### config.mk
export PLATFORM = sky130hd
export DESIGN_NAME = vppm_modulator
export DESIGN_NICKNAME = d
export VERILOG_FILES = /design/src/rtl/vppm_modulator.sv
export SDC_FILE = /design/constraint.sdc
export NUM_CORES = 1
export LEC_CHECK = 0
export CAP_MARGIN = 20
export CORE_MARGIN = 4
export CORE_UTILIZATION = 61
export CTS_BUF_LIST = sky130_fd_sc_hd__clkbuf_2
export CTS_CLUSTER_DIAMETER = 100
export DETAILED_ROUTE_END_ITERATION = 12
export GPL_TIMING_DRIVEN = 0
export PLACE_DENSITY = 0.94
export SYNTH_ARGS = -nofsm -noshare
export SYNTH_HDL_FRONTEND = slang
export SYNTH_SLANG_ARGS = --single-unit
### constraint.sdc
create_clock -name clk -period 6.8 [get_ports clk]
set_clock_uncertainty 0.05 [all_clocks]
set_input_delay 1.02 -clock clk [delete_from_list [all_inputs] [get_ports clk]]
set_output_delay 1.02 -clock clk [all_outputs]
set_load 0.01 [all_outputs]
### src/rtl/vppm_modulator.sv
// ---------------------------------------------------------------------------
// vppm_modulator
//
// Variable pulse-position modulator for an LED drive. Each data bit occupies
// one symbol of 2**NBITS2 clocks. A '0' bit is a pulse of duty_q clocks at
// the start of the symbol. A '1' bit is a pulse of duty_q clocks at the end
// of the symbol. Words are sent MSB first. After the last symbol the block
// spends at least one cycle in IDLE before it accepts the next word.
//
// Optional feature (compile-time macro VPPM_PREAMBLE_EN):
//   When this macro is defined, each word is preceded by four preamble
//   symbols with the bit pattern 1,0,1,0. The preamble uses the latched
//   duty value. When the macro is not defined, the preamble state and its
//   logic are not built.
//
// Ports:
//   clk        system clock, rising edge
//   rst_n      asynchronous active-low reset
//   tx_data    word to transmit (NBDATA bits, MSB first)
//   tx_valid   request to transmit tx_data
//   tx_ready   block accepts a word this cycle (IDLE only)
//   duty       pulse width in clocks (dimming level)
//   vppm_out   registered LED drive
//   sym_count  registered position within the current symbol
//   busy       high while a word is on the line
// ---------------------------------------------------------------------------
module vppm_modulator #(
    parameter int NBITS2 = 12,
    parameter int NBDATA = 8
) (
    input  logic              clk,
    input  logic              rst_n,
    input  logic [NBDATA-1:0] tx_data,
    input  logic              tx_valid,
    output logic              tx_ready,
    input  logic [NBITS2-1:0] duty,
    output logic              vppm_out,
    output logic [NBITS2-1:0] sym_count,
    output logic              busy
);

    localparam int IDX_W = (NBDATA > 1) ? $clog2(NBDATA) : 1;
    localparam logic [IDX_W-1:0]  LAST_IDX = IDX_W'(NBDATA - 1);
    localparam logic [NBITS2:0]   SYM_LEN  = {1'b1, {NBITS2{1'b0}}};

    typedef enum logic [1:0] {
        S_IDLE = 2'd0,
`ifdef VPPM_PREAMBLE_EN
        S_PRE  = 2'd1,
`endif
        S_DATA = 2'd2
    } state_t;

    state_t              state;
    logic [NBITS2-1:0]   duty_q;
    logic [NBDATA-1:0]   shreg;
    logic [IDX_W-1:0]    bit_idx;
`ifdef VPPM_PREAMBLE_EN
    logic [1:0]          pre_idx;
`endif

    logic [NBITS2-1:0]   count_inc;
    logic                count_wrap;

    assign count_inc  = sym_count + 1'b1;
    assign count_wrap = &sym_count;

    // The drive level for a given bit at a given position inside its symbol.
    // Callers pass the new sym_count value, so the output register and the
    // counter register are updated on the same edge and stay consistent.
    // The '1' threshold is computed at NBITS2+1 bits so that duty 0 never
    // asserts the drive.
    function automatic logic pulse(input logic b,
                                   input logic [NBITS2-1:0] c,
                                   input logic [NBITS2-1:0] d);
        if (b)
            return ({1'b0, c} >= (SYM_LEN - {1'b0, d}));
        else
            return (c < d);
    endfunction

    always_ff @(posedge clk or negedge rst_n) begin
        if (!rst_n) begin
            state     <= S_IDLE;
            vppm_out  <= 1'b0;
            sym_count <= '0;
            busy      <= 1'b0;
            tx_ready  <= 1'b0;
            duty_q    <= '0;
            shreg     <= '0;
            bit_idx   <= '0;
`ifdef VPPM_PREAMBLE_EN
            pre_idx   <= '0;
`endif
        end else begin
            case (state)
                S_IDLE: begin
                    sym_count <= '0;
                    vppm_out  <= 1'b0;
                    if (tx_valid && tx_ready) begin
                        duty_q   <= duty;
                        shreg    <= tx_data;
                        bit_idx  <= '0;
                        busy     <= 1'b1;
                        tx_ready <= 1'b0;
`ifdef VPPM_PREAMBLE_EN
                        pre_idx  <= '0;
                        state    <= S_PRE;
                        vppm_out <= pulse(1'b1, '0, duty);
`else
                        state    <= S_DATA;
                        vppm_out <= pulse(tx_data[NBDATA-1], '0, duty);
`endif
                    end else begin
                        // This also raises tx_ready on the first edge after reset.
                        tx_ready <= 1'b1;
                    end
                end
`ifdef VPPM_PREAMBLE_EN
                // The preamble bit for symbol index i is ~i[0], which gives 1,0,1,0.
                S_PRE: begin
                    sym_count <= count_inc;
                    if (count_wrap) begin
                        if (pre_idx == 2'd3) begin
                            state    <= S_DATA;
                            vppm_out <= pulse(shreg[NBDATA-1], '0, duty_q);
                        end else begin
                            pre_idx  <= pre_idx + 2'd1;
                            vppm_out <= pulse(pre_idx[0], '0, duty_q);
                        end
                    end else begin
                        vppm_out <= pulse(~pre_idx[0], count_inc, duty_q);
                    end
                end
`endif
                S_DATA: begin
                    sym_count <= count_inc;
                    if (count_wrap) begin
                        if (bit_idx == LAST_IDX) begin
                            state    <= S_IDLE;
                            busy     <= 1'b0;
                            tx_ready <= 1'b1;
                            vppm_out <= 1'b0;
                        end else begin
                            bit_idx  <= bit_idx + 1'b1;
                            shreg    <= shreg << 1;
                            vppm_out <= pulse(shreg[NBDATA-2], '0, duty_q);
                        end
                    end else begin
                        vppm_out <= pulse(shreg[NBDATA-1], count_inc, duty_q);
                    end
                end
                default: begin
                    state     <= S_IDLE;
                    busy      <= 1'b0;
                    vppm_out  <= 1'b0;
                    sym_count <= '0;
                end
            endcase
        end
    end

endmodule
==> results.sh, run 1 <==
export IMPL_status="finished clean"
export IMPL_dpl_cell_area_um2=3090
export IMPL_hold_depth=2
export IMPL_cp_start_kind="register"
export IMPL_drt_initial_drc_count=147
export IMPL_power_density_nw_per_um2=110
export IMPL_cts_buffers=5
export IMPL_finalCriticalPeriod_ps=3350
export IMPL_vias=2328
export IMPL_cts_tree="yes"
export IMPL_yosysUniqueCellTypes=49
export IMPL_final_common_cell="dfrtp_1"
export IMPL_clock_sinks=38
export IMPL_die_area_um2=5490
export IMPL_rsz0062_at_grt="no"
export IMPL_drv_cap=0
export IMPL_totalWireLength_um=5790
export IMPL_seq_area_frac_synth=0.357
export IMPL_first_global_vias=2208
export IMPL_path_class="reg -> reg"
export IMPL_ys_async_sr_fraction=1.00
export IMPL_synth_fp_nets=347
export IMPL_cts_setup_buffers=0
export IMPL_cp_cell_sequence="inv_1, ha_1, nor3b_1, nand2_1, xnor2_1, ha_1, a21oi_1, o211ai_1, and4_1, o21ai_0, a21oi_1, or4_1"
export IMPL_crit_path_end_kind="register"
export IMPL_diodes=0
export IMPL_cts_resized=0
export IMPL_fp_row_count=23
export IMPL_setup_tns_ps=0
export IMPL_hpwl_um=4700
export IMPL_crit_cells=12
export IMPL_antenna_left=0
export IMPL_final_core_util=0.760
export IMPL_clk_path_buf_depth=2
export IMPL_avgSynthCellArea_um2=9.03
export IMPL_synthesis_instances=295
export IMPL_core_area_um2=4120
export IMPL_grt_pass1_wl_um=9740
export IMPL_ys_warn_count=0
export IMPL_fmax_mhz=299
export IMPL_finalNetCount=391
export IMPL_root_buffer="clkbuf_2"
export IMPL_clk_pin_slew_worst_paths_ps=190
export IMPL_die_width_um=74.1
export IMPL_final_area_um2=3130
export IMPL_insertion_delay_ps=390
export IMPL_hold_path_class="reg -> reg"
export IMPL_cp_slowest_cell="nor3b_1"
export IMPL_gp_congestion=0.973
export IMPL_hold_viol=0
export IMPL_critical_path_arrival_ps=3590
export IMPL_synth_seq_cells=38
export IMPL_setup_violations=0
export IMPL_post_drt_wl_per_cell_um=14.9
export IMPL_slew_violations=0
export IMPL_worstMarginPinSlew_ps=809
export IMPL_vdd_drop_max_uv=66.5
export IMPL_start_util=0.647
export IMPL_relSlewSlack=0.461
export IMPL_crit_required_ps=7040
export IMPL_rr_worst_depth=12
export IMPL_p_leak_nw=1.44
export IMPL_crit_buf_inv=1
export IMPL_finalCritPeriodShare=0.493
export IMPL_synth_area_um2=2660
export IMPL_htree_levels=2
export IMPL_drive_gt1_frac=0.0442
export IMPL_antenna_found_initial=0
export IMPL_critPathMaxStageDelay_ps=590
export IMPL_overflow=0
export IMPL_drc=0
export IMPL_holdBufCountCts=0
export IMPL_io_buffers=37
export IMPL_synth_flop_cell="dfrtp_1"
export IMPL_layout_common_cells="dfrtp_1 (38), clkdlybuf4s50_1 (36), ha_1 (29)"
export IMPL_area_growth_pct=17.4
export IMPL_boundaryPins=38
export IMPL_dr_pass1_iters=4
export IMPL_crit_family="simple AND/OR/NAND/NOR gates"
export IMPL_fp_dieH_um=74.1
export IMPL_grt_util_all_layers=0.229
export IMPL_worstPathMaxFanout=6
export IMPL_grt_max_degree=39
export IMPL_synth_edff_count=0
export IMPL_routed_via_density=5.98
## worst min-delay path: cells and delay by family (launching register included)
kind                   cells  cell delay, ps
AO/OA/AOI/OAI              1              60
flip-flops                 1             420
buffers and inverters      1              50
## state kept, by name, summed over array words and instances (netlist names)
signal,count
duty_q,12
sym_count,12
shreg,8
bit_idx,3
busy,1
tx_ready,1
vppm_out,1
## path summary, 6_finish.rpt
check,slack (ps),end,start
min in group asynchronous,630,bit_idx[1],rst_n
setup / recovery,3450,vppm_out,duty_q[0]
max in group asynchronous,5530,duty_q[2],rst_n
setup reg to reg,3450,vppm_out,duty_q[0]
hold / removal,500,shreg[0],shreg[0]
hold reg to reg,500,shreg[0],shreg[0]
## per-layer routing
metal | global-route usage | vias up | wire [µm]
li1 | - | 1156 | -
met1 | 0.290 | 1094 | 2630
met2 | 0.399 | 69 | 2770
met3 | 0.0351 | 9 | 280
met4 | 0.0805 | 0 | 110
met5 | 0 | - | 0
## layout make-up
type	instances	area, µm²
sequential	38	951
clock inverter	2	10.0
buffer	8	31.3
inverter	21	78.8
multi-input combinational	228	1600
timing repair buffer	37	365
fill	308	990
tap	50	62.6
clock buffer	5	25.0
## Yosys cell counts, drive strengths merged (3+ instances only)
master | n | area [µm²]
a21oi | 23 | 115
and2 | 13 | 81.3
and3 | 4 | 25.0
and4 | 4 | 35.0
clkbuf | 7 | 26.3
dfrtp | 38 | 951
ha | 29 | 363
inv | 21 | 78.8
mux2i | 9 | 90.1
nand2 | 27 | 101
nand2b | 3 | 18.8
nand3 | 17 | 85.1
nand4 | 5 | 31.3
nor2 | 13 | 48.8
nor3 | 3 | 15.0
nor4 | 5 | 52.6
o211ai | 4 | 30.0
o21ai | 20 | 100
or4 | 3 | 22.5
xnor2 | 16 | 140
xor2 | 3 | 26.3
## report_power, final
part | switching, mW | internal (mW) | total, mW
clock network | 0.0697 | 0.0223 | 0.0919
logic | 0.0112 | 0.0139 | 0.0252
registers | 0 | 0.226 | 0.226
total | 0.0809 | 0.262 | 0.343
## cell families (layout without fill, tap and decap cells)
kind of cell | Yosys count | count (layout) | share of synthesized area
AND/OR/NAND/NOR | 106 | 106 | 0.220
AO/OA/AOI/OAI | 65 | 65 | 0.149
flip-flops | 38 | 38 | 0.357
adder cells (fa/ha/maj) | 29 | 29 | 0.136
buffers and inverters | 29 | 73 | 0.0414
XOR/XNOR | 19 | 19 | 0.0625
multiplexers | 9 | 9 | 0.0338
## stage by stage
stage	total power [mW]	setup slack (ps)	hold slack, ps	std cells
floorplan	0.236	3820	445	295
global placement	0.255	3400	462	382
detailed placement	0.256	3300	471	382
CTS	0.346	3470	502	389
global route	0.355	3200	525	389
finish	0.343	3450	499	389
No activity file was read; power rests on OpenSTA's default activity.
==> inputs of run 2 (changes only) <==
- CORE_UTILIZATION: 61 -> 51
- PLACE_DENSITY: 0.94 -> 0.84
- clock period: 6.8 -> 2.87 ns (I/O delays scaled with it)
==> run 2 against run 1 <==
  * Die area increased by 17%
  * Worst hold slack got worse by 490 ps
  * Combinational power grew 130%
  * Cell area is 9.2% higher
  * Maximum frequency up 18%
  * Utilization down 8.7 points
  * Critical path type unchanged
  * Largest power group unchanged
  * Highest routed layer unchanged
==> results.sh, run 2 (synthesized netlist as in run 1, its figures left out) <==
export IMPL_hpwl_um=4630
export IMPL_diodes=0
export IMPL_rrSetupSlack_ps=20
export IMPL_io_buffers=37
export IMPL_worstMarginPinSlew_ps=782
export IMPL_core_area_um2=5070
export IMPL_startpoint="duty_q[0]"
export IMPL_p_leak_nw=1.60
export IMPL_crit_required_ps=3140
export IMPL_slew_violations=0
export IMPL_htree_levels=2
export IMPL_vias=2366
export IMPL_sw_frac_of_total=0.203
export IMPL_overflow=0
export IMPL_totalWireLength_um=6110
export IMPL_drv_cap=0
export IMPL_p_comb_frac=0.059
export IMPL_regToRegEndpoint="vppm_out"
export IMPL_boundaryPins=38
export IMPL_grt_pass1_wl_um=10200
export IMPL_dr_pass1_iters=5
export IMPL_seqCellArea_um2=955
export IMPL_start_util=0.525
export IMPL_power_switching_mw=0.204
export IMPL_clk_pin_slew_worst_paths_ps=210
export IMPL_setup_ws_ps=24.6
export IMPL_cp_slowest_cell="dfrtp_2"
export IMPL_dpl_worst_slack_ps=-219
export IMPL_fmax_mhz=351
export IMPL_die_width_um=80.3
export IMPL_post_drt_wl_per_cell_um=14.4
export IMPL_drive_gt1_frac=0.136
export IMPL_grt_max_degree=39
export IMPL_layout_common_cells="clkdlybuf4s50_1 (36), dfrtp_1 (35), ha_1 (27)"
export IMPL_clk_path_buf_depth=2
export IMPL_routed_via_density=5.58
export IMPL_clock_power_share=0.408
export IMPL_crit_cells=12
export IMPL_worstPathMaxFanout=3
export IMPL_insertion_delay_ps=410
export IMPL_grt_util_all_layers=0.203
export IMPL_crit_buf_inv=1
export IMPL_finalCriticalPeriod_ps=2850
export IMPL_setup_tns_ps=0
export IMPL_antenna_found_initial=0
export IMPL_final_common_cell="clkdlybuf4s50_1"
export IMPL_antenna_left=0
export IMPL_crit_family="simple AND/OR/NAND/NOR gates"
export IMPL_fp_row_count=26
export IMPL_fp_dieH_um=80.3
export IMPL_path_class="reg -> reg"
export IMPL_first_global_vias=2269
export IMPL_finalNetCount=405
export IMPL_area_growth_pct=28.2
export IMPL_cts_buffers=5
export IMPL_critPathMaxStageDelay_ps=480
export IMPL_crit_path_end_kind="register"
export IMPL_finalCritPeriodShare=0.991
export IMPL_reg_top3="duty_q (12), sym_count (12), shreg (8)"
export IMPL_status="finished clean"
export IMPL_critPathCapture="vppm_out"
export IMPL_root_buffer="clkbuf_2"
export IMPL_multi_input_area_um2=1690
export IMPL_cts_tree="yes"
export IMPL_final_core_util=0.673
export IMPL_intPower_mw=0.801
export IMPL_hold_path_class="in -> async"
export IMPL_vdd_drop_max_uv=171
export IMPL_drt_initial_drc_count=176
export IMPL_rr_worst_depth=12
export IMPL_rr_startpoint="duty_q[0]"
export IMPL_clock_sinks=38
export IMPL_power_density_nw_per_um2=295
export IMPL_cp_cell_sequence="inv_4, ha_4, or3b_4, nor3_4, xnor2_2, ha_1, a21oi_2, o211ai_1, and4_1, o21ai_2, a21oi_1, or4_1"
export IMPL_hold_viol=0
export IMPL_die_area_um2=6440
export IMPL_fin_hold_ws_ps=11.0
export IMPL_total_power_mw=1.01
export IMPL_fill_cells=424
export IMPL_setup_violations=0
export IMPL_critical_path_arrival_ps=3110
export IMPL_cp_start_kind="register"
export IMPL_p_seq_frac=0.533
export IMPL_drc=0
export IMPL_rsz0062_at_grt="yes"
export IMPL_gp_congestion=0.869
export IMPL_relSlewSlack=0.479
-- run 2: repair_timing --
action | in CTS | in global routing
setup endpoints to repair | 1 | 1
pin swaps | 7 | 8
buffers inserted | 10 | 5
resized for setup | 12 | 6
hold buffers | 0 | 0
-- run 2: per-stage QoR --
stage                     std cells  instance area [µm²]
final                           424                 3410
after global routing            424                 3410
after CTS                       419                 3350
after detailed placement        402                 3150
after global placement          402                 3160
after floorplan                 295                 2700
-- run 2: routing by layer --
metal | vias up | part of all wire | track usage
li1 | 1180 | - | -
met1 | 1099 | 0.45 | 0.258
met2 | 75 | 0.49 | 0.352
met3 | 12 | 0.043 | 0.0336
met4 | 0 | 0.017 | 0.0574
met5 | - | 0 | 0
-- run 2: worst min-delay path by stage --
stage                     from         end  slack [ps]
floorplan                rst_n  bit_idx[0]          80
global placement      shreg[4]    shreg[4]         460
detailed placement  bit_idx[1]  bit_idx[1]         470
CTS                      rst_n    shreg[5]          50
global route             rst_n    shreg[7]          80
finish                   rst_n  bit_idx[0]          10
-- run 2: worst register-to-register path, delay by kind of cell (launching register included) --
family          cells  cell delay, ps
compound gates      4             370
xor+xnor            1              80
fa+ha+maj           2             460
buf+inv             1              80
flops               1             480
simple gates        4            1260
-- run 2: cell type report --
cell class / count / share of cell area
multi-input cells: 228 / 0.496
flip-flops and latches: 38 / 0.280
repair buffers: 52 / 0.141
well taps: 70 / 0.0257
inverters: 21 / 0.0238
clock inverters: 3 / 0.0187
plain buffers: 7 / 0.00770
clock buffers: 5 / 0.00733
-- run 2: power groups by stage --
stage / sequential (mW) / clock, mW / combinational (mW)
2_1_floorplan: 0.546 / 0 / 0.0123
4_1_cts: 0.536 / 0.410 / 0.0599
3_3_place_gp: 0.546 / 0 / 0.0595
3_5_place_dp: 0.546 / 0 / 0.0597
5_1_grt: 0.536 / 0.433 / 0.0647
6_report: 0.536 / 0.411 / 0.0590
==> inputs of run 3 (changes only) <==
- CELL_PAD_IN_SITES_DETAIL_PLACEMENT: not set -> 0
- CELL_PAD_IN_SITES_GLOBAL_PLACEMENT: not set -> 1
- CORE_UTILIZATION: 51 -> 39
- PLACE_DENSITY: 0.84 -> 0.85
==> run 3 against run 2 <==
  * Maximum frequency down 0.80%
  * Utilization down 15 points
  * Via count down 2.1%
  * Critical endpoint unchanged
  * Combinational power up 1%
  * Clock-buffer cell count unchanged
  * Highest routed layer unchanged
  * Wire length up 1.6%
  * First-iteration DRC count down 42%
  * Clock power down 46%
==> results.sh, run 3 (synthesized netlist as in run 1, its figures left out) <==
export IMPL_boundaryPins=38
export IMPL_fp_dieH_um=90.6
export IMPL_crit_required_ps=3120
export IMPL_rsz0062_at_grt="yes"
export IMPL_crit_path_end_kind="register"
export IMPL_hold_path_class="in -> async"
export IMPL_routed_via_density=5.31
export IMPL_layout_cells_non_filler=436
export IMPL_drive_gt1_frac=0.134
export IMPL_dpl_cell_area_um2=3160
export IMPL_final_area_um2=3390
export IMPL_antenna_left=0
export IMPL_fmax_mhz=349
export IMPL_drv_cap=0
export IMPL_p_leak_nw=1.60
export IMPL_final_core_util=0.522
export IMPL_gp_congestion=0.791
export IMPL_post_drt_wl_per_cell_um=14.2
export IMPL_drt_initial_drc_count=102
export IMPL_cp_start_kind="register"
export IMPL_reg_top3="duty_q (12), sym_count (12), shreg (8)"
export IMPL_vias=2317
export IMPL_diodes=0
export IMPL_finalCritPeriodShare=0.999
export IMPL_final_common_cell="clkdlybuf4s50_1"
export IMPL_worstMarginPinSlew_ps=794
export IMPL_clk_pin_slew_worst_paths_ps=200
export IMPL_relSlewSlack=0.471
export IMPL_setup_ws_ps=1.70
export IMPL_rr_worst_depth=13
export IMPL_path_class="reg -> reg"
export IMPL_status="finished clean"
export IMPL_grt_max_degree=39
export IMPL_core_area_um2=6490
export IMPL_cts_buffers=5
export IMPL_drc=0
export IMPL_dpl_worst_slack_ps=-228
export IMPL_hold_viol=0
export IMPL_vdd_drop_max_uv=104
export IMPL_area_growth_pct=27.4
export IMPL_die_width_um=90.6
export IMPL_layout_common_cells="clkdlybuf4s50_1 (36), dfrtp_1 (35), nand2_1 (27), ha_1 (27), a21oi_1 (22)"
export IMPL_setup_violations=0
export IMPL_totalWireLength_um=6210
export IMPL_io_buffers=37
export IMPL_post_place_cells=409
export IMPL_hpwl_um=4940
export IMPL_htree_levels=2
export IMPL_worstPathMaxFanout=3
export IMPL_clock_sinks=38
export IMPL_cts_tree="yes"
export IMPL_insertion_delay_ps=390
export IMPL_clk_path_buf_depth=2
export IMPL_antenna_found_initial=0
export IMPL_setup_tns_ps=0
export IMPL_root_buffer="clkbuf_2"
export IMPL_finalNetCount=411
export IMPL_slew_violations=0
export IMPL_grt_pass1_wl_um=10400
export IMPL_fp_row_count=29
export IMPL_critical_path_arrival_ps=3110
export IMPL_die_area_um2=8210
export IMPL_dr_pass1_iters=4
export IMPL_fill_cells=624
export IMPL_grt_util_all_layers=0.152
export IMPL_start_util=0.410
export IMPL_power_density_nw_per_um2=241
export IMPL_first_global_vias=2203
export IMPL_finalCriticalPeriod_ps=2870
export IMPL_overflow=0
==> run 3: cell count changes in the layout (fill, tap and decap cells not counted), sizes merged <==
cell | previous run | this run
clkinv | 1 | 2
buf | 16 | 22
bufinv | 2 | 0
==> run 3: path summary, 6_finish.rpt <==
| kind | from | slack, ps | endpoint |
|---|---|---|---|
| max in group asynchronous | rst_n | 2160 | duty_q[0] |
| min | rst_n | 30 | bit_idx[2] |
| max | duty_q[1] | 2 | vppm_out |
| max reg2reg | duty_q[1] | 2 | vppm_out |
| min in group clk | shreg[0] | 490 | shreg[0] |
| min reg2reg | shreg[0] | 490 | shreg[0] |
==> run 3: where the power goes <==
group / internal [mW] / total (mW) / switching (mW)
Sequential: 0.536 / 0.536 / 0
Combinational: 0.0330 / 0.0598 / 0.0269
Clock: 0.0527 / 0.221 / 0.168
Total: 0.622 / 0.816 / 0.195
==> run 3: cell type report <==
class | count | area (µm²) | area share
multi-input cells | 228 | 1670 | 0.493
inverters | 21 | 81.3 | 0.0240
flip-flops and latches | 38 | 955 | 0.281
clock inverters | 2 | 10.0 | 0.00295
clock buffers | 5 | 25.0 | 0.00738
plain buffers | 8 | 37.5 | 0.0111
well taps | 77 | 96.3 | 0.0284
repair buffers | 57 | 515 | 0.152
==> run 3: worst max-delay path: stages (launching register included) <==
cell      delay (ps)
dfrtp_1          440
inv_2             90
ha_4             150
or3b_1           360
buf_6            130
nor3_4           140
xnor2_2           80
ha_1             320
a21oi_2          160
buf_4            120
o211ai_1          70
o21ai_1          140
a21oi_1           70
or4_1            470
==> run 3: through the flow <==
step	hold WS, ps	total power, mW
finish	29.7	0.816
global route	95.5	0.852
CTS	55.8	0.828
detailed placement	464	0.606
global placement	459	0.606
floorplan	84.9	0.558
==> run 3: layer usage <==
layer / GRT usage / up-vias / share of wire
met5: 0 / - / 0
met2: 0.252 / 44 / 0.47
met3: 0.0258 / 7 / 0.033
met4: 0.0408 / 0 / 0.012
li1: - / 1196 / -
met1: 0.205 / 1070 / 0.49
==> run 3: repair_timing <==
action,4_1_cts,5_1_grt
endpoints found under the setup margin,1,1
gates resized for setup,7,4
hold buffers,0,0
buffers inserted,8,12
pin swaps,8,5
